### src/rtl/disp_scan_sched.sv
`default_nettype none
// +--------------------------------------------------------------------------+
// | Module      : disp_scan_sched                                            |
// | Description : Scan scheduler for a 4-digit multiplexed 7-segment display.|
// |               Time-shares the segment bus between four digit patterns,   |
// |               blanks all anodes before each digit to suppress ghosting,  |
// |               honours a per-digit enable mask and strobes FRAME_DONE     |
// |               once per full scan. Advanced only on TICK_EN cycles.       |
// | Optional    : SCAN_BRIGHT_EN adds the BRIGHT port and a free-running     |
// |               3-bit PWM that gates the anode during DRIVE.               |
// | Ports       : CLK        in   system clock                               |
// |               RESET      in   synchronous active-high reset              |
// |               TICK_EN    in   scan advance enable (1-cycle pulse)        |
// |               L1..L4     in   segment patterns digits 0..3, active-low   |
// |               DIG_MASK   in   bit i = 1 enables digit i                  |
// |               BRIGHT     in   brightness 0..7 (SCAN_BRIGHT_EN only)      |
// |               SA         out  anode select, active-low, <=1 bit low      |
// |               L          out  segment bus, active-low                    |
// |               FRAME_DONE out  pulse at end of digit 3 drive phase        |
// | Revision    : 1.0  initial release                                       |
// +--------------------------------------------------------------------------+
module disp_scan_sched #(
  parameter int BLANK_TICKS = 1,  // 1..15
  parameter int DRIVE_TICKS = 3   // 1..15
) (
  input  logic       CLK,
  input  logic       RESET,
  input  logic       TICK_EN,
  input  logic [7:0] L1,
  input  logic [7:0] L2,
  input  logic [7:0] L3,
  input  logic [7:0] L4,
  input  logic [3:0] DIG_MASK,
`ifdef SCAN_BRIGHT_EN
  input  logic [2:0] BRIGHT,
`endif
  output logic [3:0] SA,
  output logic [7:0] L,
  output logic       FRAME_DONE
);

  localparam logic [3:0] C_BLANK_LAST = 4'(BLANK_TICKS - 1);
  localparam logic [3:0] C_DRIVE_LAST = 4'(DRIVE_TICKS - 1);

  typedef enum logic [0:0] {
    ST_BLANK = 1'b0,
    ST_DRIVE = 1'b1
  } state_t;

  state_t     state_q, state_d;
  logic [1:0] idx_q, idx_d;
  logic [3:0] tick_cnt_q, tick_cnt_d;
  logic [7:0] pat_q, pat_d;         // pattern captured at BLANK->DRIVE
  logic       en_q, en_d;           // mask bit captured at BLANK->DRIVE
  logic [3:0] sa_q, sa_d;
  logic [7:0] l_q, l_d;
  logic       frame_done_q, frame_done_d;
  logic [7:0] w_sel_pat;
  logic       w_pwm_on;

`ifdef SCAN_BRIGHT_EN
  logic [2:0] pwm_cnt_q, pwm_cnt_d;

  // Compare against the next count so the registered SA reflects the PWM
  // phase of the cycle in which it is actually visible.
  always_comb begin
    pwm_cnt_d = pwm_cnt_q + 3'd1;
    w_pwm_on  = (pwm_cnt_d <= BRIGHT);
  end

  always_ff @(posedge CLK) begin
    if (RESET) begin
      pwm_cnt_q <= 3'd0;
    end else begin
      pwm_cnt_q <= pwm_cnt_d;
    end
  end
`else
  assign w_pwm_on = 1'b1;
`endif

  always_comb begin
    case (idx_q)
      2'd0:    w_sel_pat = L1;
      2'd1:    w_sel_pat = L2;
      2'd2:    w_sel_pat = L3;
      default: w_sel_pat = L4;
    endcase
  end

  // Next-state and next-output logic. Outputs are computed from the next
  // state so the registered SA/L change exactly one clock after the tick.
  always_comb begin
    state_d      = state_q;
    idx_d        = idx_q;
    tick_cnt_d   = tick_cnt_q;
    pat_d        = pat_q;
    en_d         = en_q;
    frame_done_d = 1'b0;
    sa_d         = 4'hf;
    l_d          = 8'hff;

    if (TICK_EN) begin
      case (state_q)
        ST_BLANK: begin
          if (tick_cnt_q == C_BLANK_LAST) begin
            state_d    = ST_DRIVE;
            tick_cnt_d = 4'd0;
            pat_d      = w_sel_pat;
            en_d       = DIG_MASK[idx_q];
          end else begin
            tick_cnt_d = tick_cnt_q + 4'd1;
          end
        end
        default: begin
          if (tick_cnt_q == C_DRIVE_LAST) begin
            state_d      = ST_BLANK;
            tick_cnt_d   = 4'd0;
            idx_d        = idx_q + 2'd1;
            frame_done_d = (idx_q == 2'd3);
          end else begin
            tick_cnt_d = tick_cnt_q + 4'd1;
          end
        end
      endcase
    end

    // A masked digit still occupies its slot; only the anode stays off.
    if (state_d == ST_DRIVE) begin
      l_d = pat_d;
      if (en_d && w_pwm_on) begin
        sa_d = ~(4'b0001 << idx_d);
      end
    end
  end

  always_ff @(posedge CLK) begin
    if (RESET) begin
      state_q      <= ST_BLANK;
      idx_q        <= 2'd0;
      tick_cnt_q   <= 4'd0;
      pat_q        <= 8'hff;
      en_q         <= 1'b0;
      sa_q         <= 4'hf;
      l_q          <= 8'hff;
      frame_done_q <= 1'b0;
    end else begin
      state_q      <= state_d;
      idx_q        <= idx_d;
      tick_cnt_q   <= tick_cnt_d;
      pat_q        <= pat_d;
      en_q         <= en_d;
      sa_q         <= sa_d;
      l_q          <= l_d;
      frame_done_q <= frame_done_d;
    end
  end

  assign SA         = sa_q;
  assign L          = l_q;
  assign FRAME_DONE = frame_done_q;

endmodule
`default_nettype wire

### config.mk
export PLATFORM = sky130hd
export DESIGN_NAME = disp_scan_sched
export DESIGN_NICKNAME = d
export VERILOG_FILES = /design/src/rtl/disp_scan_sched.sv
export SDC_FILE = /design/constraint.sdc
export NUM_CORES = 1
export LEC_CHECK = 0
export BUFFER_PORTS_ARGS = -buffer_cell sky130_fd_sc_hd__buf_2
export CORE_UTILIZATION = 35
export CTS_CLUSTER_DIAMETER = 40
export DETAILED_ROUTE_END_ITERATION = 16
export SYNTH_ARGS = -nofsm -noshare
export SYNTH_HDL_FRONTEND = slang
export SYNTH_SLANG_ARGS = --single-unit
### constraint.sdc
create_clock -name CLK -period 1.8 [get_ports CLK]
set_input_delay 0.36 -clock CLK [delete_from_list [all_inputs] [get_ports CLK]]
set_output_delay 0.36 -clock CLK [all_outputs]
set_load 0.005 [all_outputs]
### Word level (Yosys, flattened, before mapping)

Index checks and enable logic that the tools add are counted.

* output and inout port bits: 13
* logic and storage cells: 46
* register bits: 29
* input bits: 39

* eq/ne operators: 4
* reduce and logical (&&, ||, !) cells: 5
* order comparisons: 1
* $add $sub $neg: 2
* bitwise operators: 6
* multiplexer cells: 19
* shift-type cells: 1

Operators by type and width (count)
* 2-to-1 mux 8 bit: 3
* one-hot mux 8 bit (3 select lines): 1
* 2-to-1 mux 4 bit: 3
* 2-to-1 mux 1 bit: 8
* 2-to-1 mux 2 bit: 3
* inverter 1 bit: 5
* adder 4 x 1 -> 4 bit (second input constant): 1
* equality test 2 bit (second input constant): 2
* equality test 4 x 2 -> 1 bit (second input constant): 1
* zero test 4 bit: 1
* inverter 4 bit: 1
* OR reduction 4 bit: 1
* << shifter 1 x 2 -> 4 bit (first input constant): 1
* < comparator 2 x 3 -> 1 bit (second input constant): 1
* OR reduction 3 bit: 1
* adder 2 x 1 -> 2 bit (second input constant): 1
* binary-select mux 1 bit (select 2 bit): 1
* equality test 2 x 1 -> 1 bit (second input constant): 1
* zero test 2 bit: 1
* OR reduction 2 bit: 1

### Depth between registers and ports, before layout

Gate-level depths: netlist of the first run.

* word-level depth: 7
* depth in mapped cells: 6
* depth with buffers taken out: 5

### Worst setup path after synthesis of the first run

Ideal clock, no wire load.

* path kind: register to register
* start: register idx_q[0]
* end: register l_q[7] (netlist: L[7])
* stages on the path, launching flop included: 7
* arrival time: 1.430 ns
* library setup time: 0.132 ns
* path buffers: 1
* setup slack: 0.238 ns
* path through: dfxtp_1 inv_1 ha_1 clkbuf_1 a222oi_1 mux2_2 o211ai_1

* word-level cells in the longest chain between the ends: 5
* elaborated cells between the ends (all ways): 7
* those cells by class: eq/ne: 2; mux: 4; reduce/logical: 1

Ends and longest elaborated chain
* start, declared: line 51 `logic [1:0] idx_q, idx_d;`
* start signal, assigned: line 149 `idx_q <= idx_d;`
* equality test 2 bit, or another cell as far along: line 83 `case (idx_q)`
* one-hot mux 8 bit (3 select lines) *: line 83
* 2-to-1 mux 8 bit *: line 106 `if (tick_cnt_q == C_BLANK_LAST) begin`
* 2-to-1 mux 8 bit *: line 104 `case (state_q)`
* 2-to-1 mux 8 bit *: line 103 `if (TICK_EN) begin`
* end signal, assigned: line 154 `l_q <= l_d;`
* end, declared: line 56 `logic [7:0] l_q, l_d;`

Mark *: on every way between the ends. The rest lies on a longest branch, timed or not.
A chain may end at the register's enable or synchronous reset.

### Worst setup path in the final report of the first run

Same ends and word-level chain as after synthesis.

==> results of run 1 <==
-- cell families after synthesis --
| group | synth area share (%) |
|---|---|
| AND/OR/NAND/NOR | 11.1 |
| AO/OA/AOI/OAI | 23.5 |
| flip-flops | 42.1 |
| adder cells (fa/ha/maj) | 6.35 |
| multiplexers | 9.17 |
| XOR/XNOR | 1.27 |
| buffers and inverters | 6.53 |
-- per-layer routing --
metal / wire length, um / track usage, % / up-vias / share of wire, %
met5: 0 / 0 / - / 0
met4: 51 / 7.50 / 0 / 1.6
met3: 236 / 5.11 / 6 / 7.2
met2: 1500 / 26.3 / 57 / 46
met1: 1490 / 20.6 / 593 / 45
li1: - / - / 632 / -
-- cell type report --
cell class                 count  share of cell area (%)
tap                           48                    3.41
clock buffer                   6                    4.12
timing repair buffer          54                    15.8
inverter                      13                    2.77
sequential                    29                    33.0
clock inverter                 2                   0.569
multi-input combinational     86                    40.4
-- repair_timing --
action / in CTS / in global routing
resized for setup: 0 / 1
setup endpoints to repair: 0 / 2
hold endpoints to repair: 0 / 0
-- per-stage QoR --
stage	utilization, %	instances	cell area, sq um
6_report	47.4	238	1760
5_1_grt	47.4	238	1760
4_1_cts	47.3	238	1760
3_5_place_dp	45.1	230	1680
3_3_place_gp	45.1	230	1680
2_1_floorplan	-	136	1380
-- Yosys cell counts (all sizes together) (2+ instances only) --
| cell type | instances |
|---|---|
| nand2 | 3 |
| dfxtp | 29 |
| o21ai | 11 |
| nand3 | 3 |
| xnor2 | 2 |
| nand2b | 3 |
| inv | 12 |
| mux2 | 8 |
| o211ai | 16 |
| buf | 3 |
| clkbuf | 5 |
| o311ai | 2 |
| nand4 | 5 |
| a222oi | 8 |
| a21oi | 6 |
| and3 | 2 |
| ha | 7 |
-- worst max-delay path, delay by kind of cell (launching register included) --
| family | cells | cell delay, ps |
|---|---|---|
| compound gates | 2 | 430 |
| flops | 1 | 410 |
| mux | 1 | 230 |
| fa+ha+maj | 1 | 330 |
| buf+inv | 1 | 140 |
-- worst min-delay path by stage --
stage                              from                    endpoint  cells past startpoint
finish                            RESET  tick_cnt_q[1]$_SDFFE_PP0P_                      2
global route                      RESET  tick_cnt_q[1]$_SDFFE_PP0P_                      2
CTS                               RESET  tick_cnt_q[1]$_SDFFE_PP0P_                      2
detailed placement  pat_q[0]$_SDFF_PP1_             L[0]$_SDFF_PP1_                      2
global placement        en_q$_SDFF_PP0_             en_q$_SDFF_PP0_                      2
floorplan                         RESET             en_q$_SDFF_PP0_                      1
-- where the power goes --
group          switching [mW]  internal (mW)  leakage [nW]
Sequential             0.0146          0.682         0.238
Combinational           0.109         0.0966         0.450
Clock                   0.234          0.267        0.0450
-- flip-flops by register name (all words and copies together), names as in the netlist --
name / cells
tick_cnt_q: 4
L: 8
pat_q: 8
en_q: 1
FRAME_DONE: 1
state_q: 1
SA: 4
idx_q: 2
==> qor.csv, run 1 <==
metric,value,unit
final setup margin,119,ps
Peak VDD IR,0.357,mV
Total GRT Usage,16.7,%
hold crit path type,primary input to flip-flop,
max incr delay on CP,410,ps
Core Rows,22,
initial core utilization,37.1,%
critical path class,flip-flop to flip-flop,
DRT antenna net count,0,
vias per cell,5.41,
Slowest cell on crit path,dfxtp_1,
pre-CTS setup slack,145,ps
"critical path fanouts, max",8,
Peak Freq,595,MHz
dominant cell type by area after synthesis,dfxtp_1,
number of clock sinks,29,
CTS Buffer Depth,2,
worst setup path startpoint,idx_q[0]$_SDFF_PP0_,
PortBufs,51,
Max Cap Viol,0,
syn nets,182,
DRC,0,
r2r endpoint,L[7]$_SDFF_PP1_,
layout cells sized above 1,38.4,%
Startpoint Class,flip-flop,
Final min period,1680,ps
Critical Path AT,1810,ps
DP HPWL,2480,um
Die X-Extent,64.8,um
Core Box Area,0.00372,sq mm
Post CTS Setup Buffer Count,0,
Slew HR,69.1,%
power density cells,797,mW/mm^2
first-pass GRT wire length,5260,um
CTS Hold Bufs,0,
initial DRC count,61,
area of the multi-input gates,711,sq um
Worst setup EP type,flip-flop,
Critical Path End,L[7]$_SDFF_PP1_,
setup violators final,0,
cts bufs inserted,5,
outcome,completed,
via count,1288,
die area,0.00419,sq mm
register area,581,sq um
fin crit share,93.4,%
"Slew Viols, Final",0,
Netlist cell types,33,
Gate Count Post-Synth,136,
leading register cell type out of synthesis,dfxtp_1,
total I/O pin count,52,
vias in the first global route,1173,
clk root buf,clkbuf_8,
CTS tree,built,
worst hold slack,341,ps
WL/cell,13.8,um
most frequent cells in the layout,"buf_2 (51), dfxtp_1 (29), o211ai_1 (16)",
NumNets Final,235,
crit path cell chain,inv_1 -> ha_1 -> a222oi_1 -> mux2_2 -> o211ai_1,
Clock transition at path regs,60,ps
top post-synthesis cells by area,"dfxtp_1 (42%), o211ai_1 (8.7%), mux2_2 (6.5%), ha_1 (6.4%), a222oi_1 (5.8%)",
"most common cell after layout, fill and taps aside",buf_2,
initial antenna violation count,0,
clk_lat worst skew,270,ps
Mapped Avg Cell Area,10.1,sq um
diode count,0,
FF-to-FF path depth,5,
P_leak,0.733,nW
Die Ht,64.8,um
Worst-Margin Slew,463,ps
H-tree depth,2,
Synth top area share,42.1,%
Filler cells,359,
Synth Cell Area,0.00138,sq mm
CP Data Required Time,1930,ps
"setup slack, reg-to-reg",120,ps
yosys warns,0,
Overall Power,1.40,mW
Post-Route WL,3280,um
number of synthesized flops with an enable pin,0,
RSZ-0062 raised after global routing,no,
largest net degree at the start of global routing,19,
Seq cells post-synth,29,
Area Overhead vs Synth,27.7,%
setup_tns,0,ps
gpl congestion,0.789,
Final Hold Vio Count,0,
1st-pass router iterations,4,
"Seq/Total Area, Yosys",42.1,%
skew final,3.07,ps
reg-to-reg startpoint,idx_q[0]$_SDFF_PP0_,
asr flop ratio synth,0,%
grt ovf,0,
Power figures use the tool's default switching activity.
==> run 2, diff against run 1 <==
- BUFFER_PORTS_ARGS: -buffer_cell sky130_fd_sc_hd__buf_2 -> unset
- DONT_BUFFER_PORTS: unset -> 1
==> run 2 against run 1 <==
Compared with the run above:
- via count decreased by 17%
- cell area is 15% lower
- sequential power is 0.7% higher
- critical path type unchanged
- largest power group unchanged
- highest routed layer unchanged
==> qor.csv, run 2 (synthesized netlist as in run 1, its figures left out) <==
metric,value,unit
outcome,completed,
H-tree depth,2,
1st-pass router iterations,5,
initial DRC count,84,
fin crit share,92.9,%
number of clock sinks,29,
setup violators final,0,
total I/O pin count,52,
Worst-Margin Slew,477,ps
Core Box Area,0.00372,sq mm
Pint,1.01,mW
CTS Hold Bufs,0,
power density cells,898,mW/mm^2
hold depth,1,
Clock transition at path regs,60,ps
layout cells sized above 1,13.7,%
FF-to-FF path depth,5,
Clk pwr share,37.3,%
CTS tree,built,
Die X-Extent,64.8,um
WL/cell,17.1,um
top sig layer,met4,
clk root buf,clkbuf_8,
M1 wire length,1410,um
Slew HR,68.2,%
Post CTS Setup Buffer Count,0,
skew final,5.35,ps
vias per cell,5.73,
Comb power frac,10.6,%
hold crit path type,primary input to flip-flop,
P_leak,0.543,nW
Post-Route WL,3210,um
PortBufs,0,
Final Hold Vio Count,0,
CP Data Required Time,1940,ps
first-pass GRT wire length,4910,um
cells resized by post-CTS repair,0,
Worst setup EP type,flip-flop,
initial antenna violation count,0,
Overall Power,1.35,mW
Seq pwr share,52.1,%
clk_lat worst skew,280,ps
DRC,0,
Peak VDD IR,0.234,mV
"critical path fanouts, max",8,
Die Ht,64.8,um
Area Overhead vs Synth,8.80,%
CTS Buffer Depth,2,
via count,1072,
Critical Path AT,1810,ps
critical path class,flip-flop to flip-flop,
Final min period,1670,ps
NumNets Final,184,
initial core utilization,37.1,%
die area,0.00419,sq mm
"most common cell after layout, fill and taps aside",dfxtp_1,
Total GRT Usage,16.0,%
cts bufs inserted,5,
RSZ-0062 raised after global routing,no,
register area,581,sq um
setup_tns,0,ps
diode count,0,
P_sw,333,uW
largest net degree at the start of global routing,19,
Peak Freq,598,MHz
gpl congestion,0.851,
Startpoint Class,flip-flop,
met2 routed WL,1530,um
Filler cells,365,
vias in the first global route,1074,
most frequent cells in the layout,"dfxtp_1 (29), o211ai_1 (16), inv_1 (12)",
Max Cap Viol,0,
"Slew Viols, Final",0,
Core Rows,22,
DP HPWL,2330,um
met3 wire length,226,um
Sw Share,24.7,%
area of the multi-input gates,708,sq um
grt ovf,0,
DRT antenna net count,0,
==> run 2: final cells by class <==
cell class / instances / share of cell area, %
Multi-Input combinational cell: 86 / 47.2
Sequential cell: 29 / 38.7
Clock buffer: 8 / 5.34
Inverter: 13 / 3.25
Tap cell: 48 / 4.00
Timing Repair Buffer: 3 / 1.50
==> run 2: power groups by stage <==
stage / Sequential, mW / Combinational [mW] / Clock, mW
CTS: 0.702 / 0.144 / 0.517
finish: 0.702 / 0.143 / 0.502
detailed placement: 0.715 / 0.143 / 0
global route: 0.706 / 0.161 / 0.550
floorplan: 0.710 / 0.120 / 0
global placement: 0.715 / 0.139 / 0
==> run 2: final timing paths <==
check | startpoint | to | slack, ps
worst min register to register | en_q$_SDFF_PP0_ | en_q$_SDFF_PP0_ | 500
worst max register to register | idx_q[0]$_SDFF_PP0_ | L[1]$_SDFF_PP1_ | 130
worst max-delay path | idx_q[0]$_SDFF_PP0_ | L[1]$_SDFF_PP1_ | 130
worst min-delay path | RESET | tick_cnt_q[1]$_SDFFE_PP0P_ | 140
==> run 2: worst max-delay path, stage by stage, from the launching register on <==
cell and delay (ps):
dfxtp_1 380, inv_1 120, ha_1 330, a222oi_1 380
mux2_2 240, o211ai_1 80
==> run 2: stage by stage <==
stage                     instances  instance area (sq um)  hold WS [ps]  util, %  worst slack [ps]
after floorplan                 136                   1380           429        -               238
after global placement          179                   1420           431     38.2               234
after detailed placement        179                   1420           434     38.2               151
after CTS                       187                   1500           132     40.4               124
after global routing            187                   1500           130     40.4              28.7
final                           187                   1500           139     40.4               128
==> run 2: routing by layer <==
metal,global-route usage (%),vias up
li1,-,527
met1,18.0,499
met2,25.4,40
met3,5.99,6
met4,10.0,0
met5,0,-
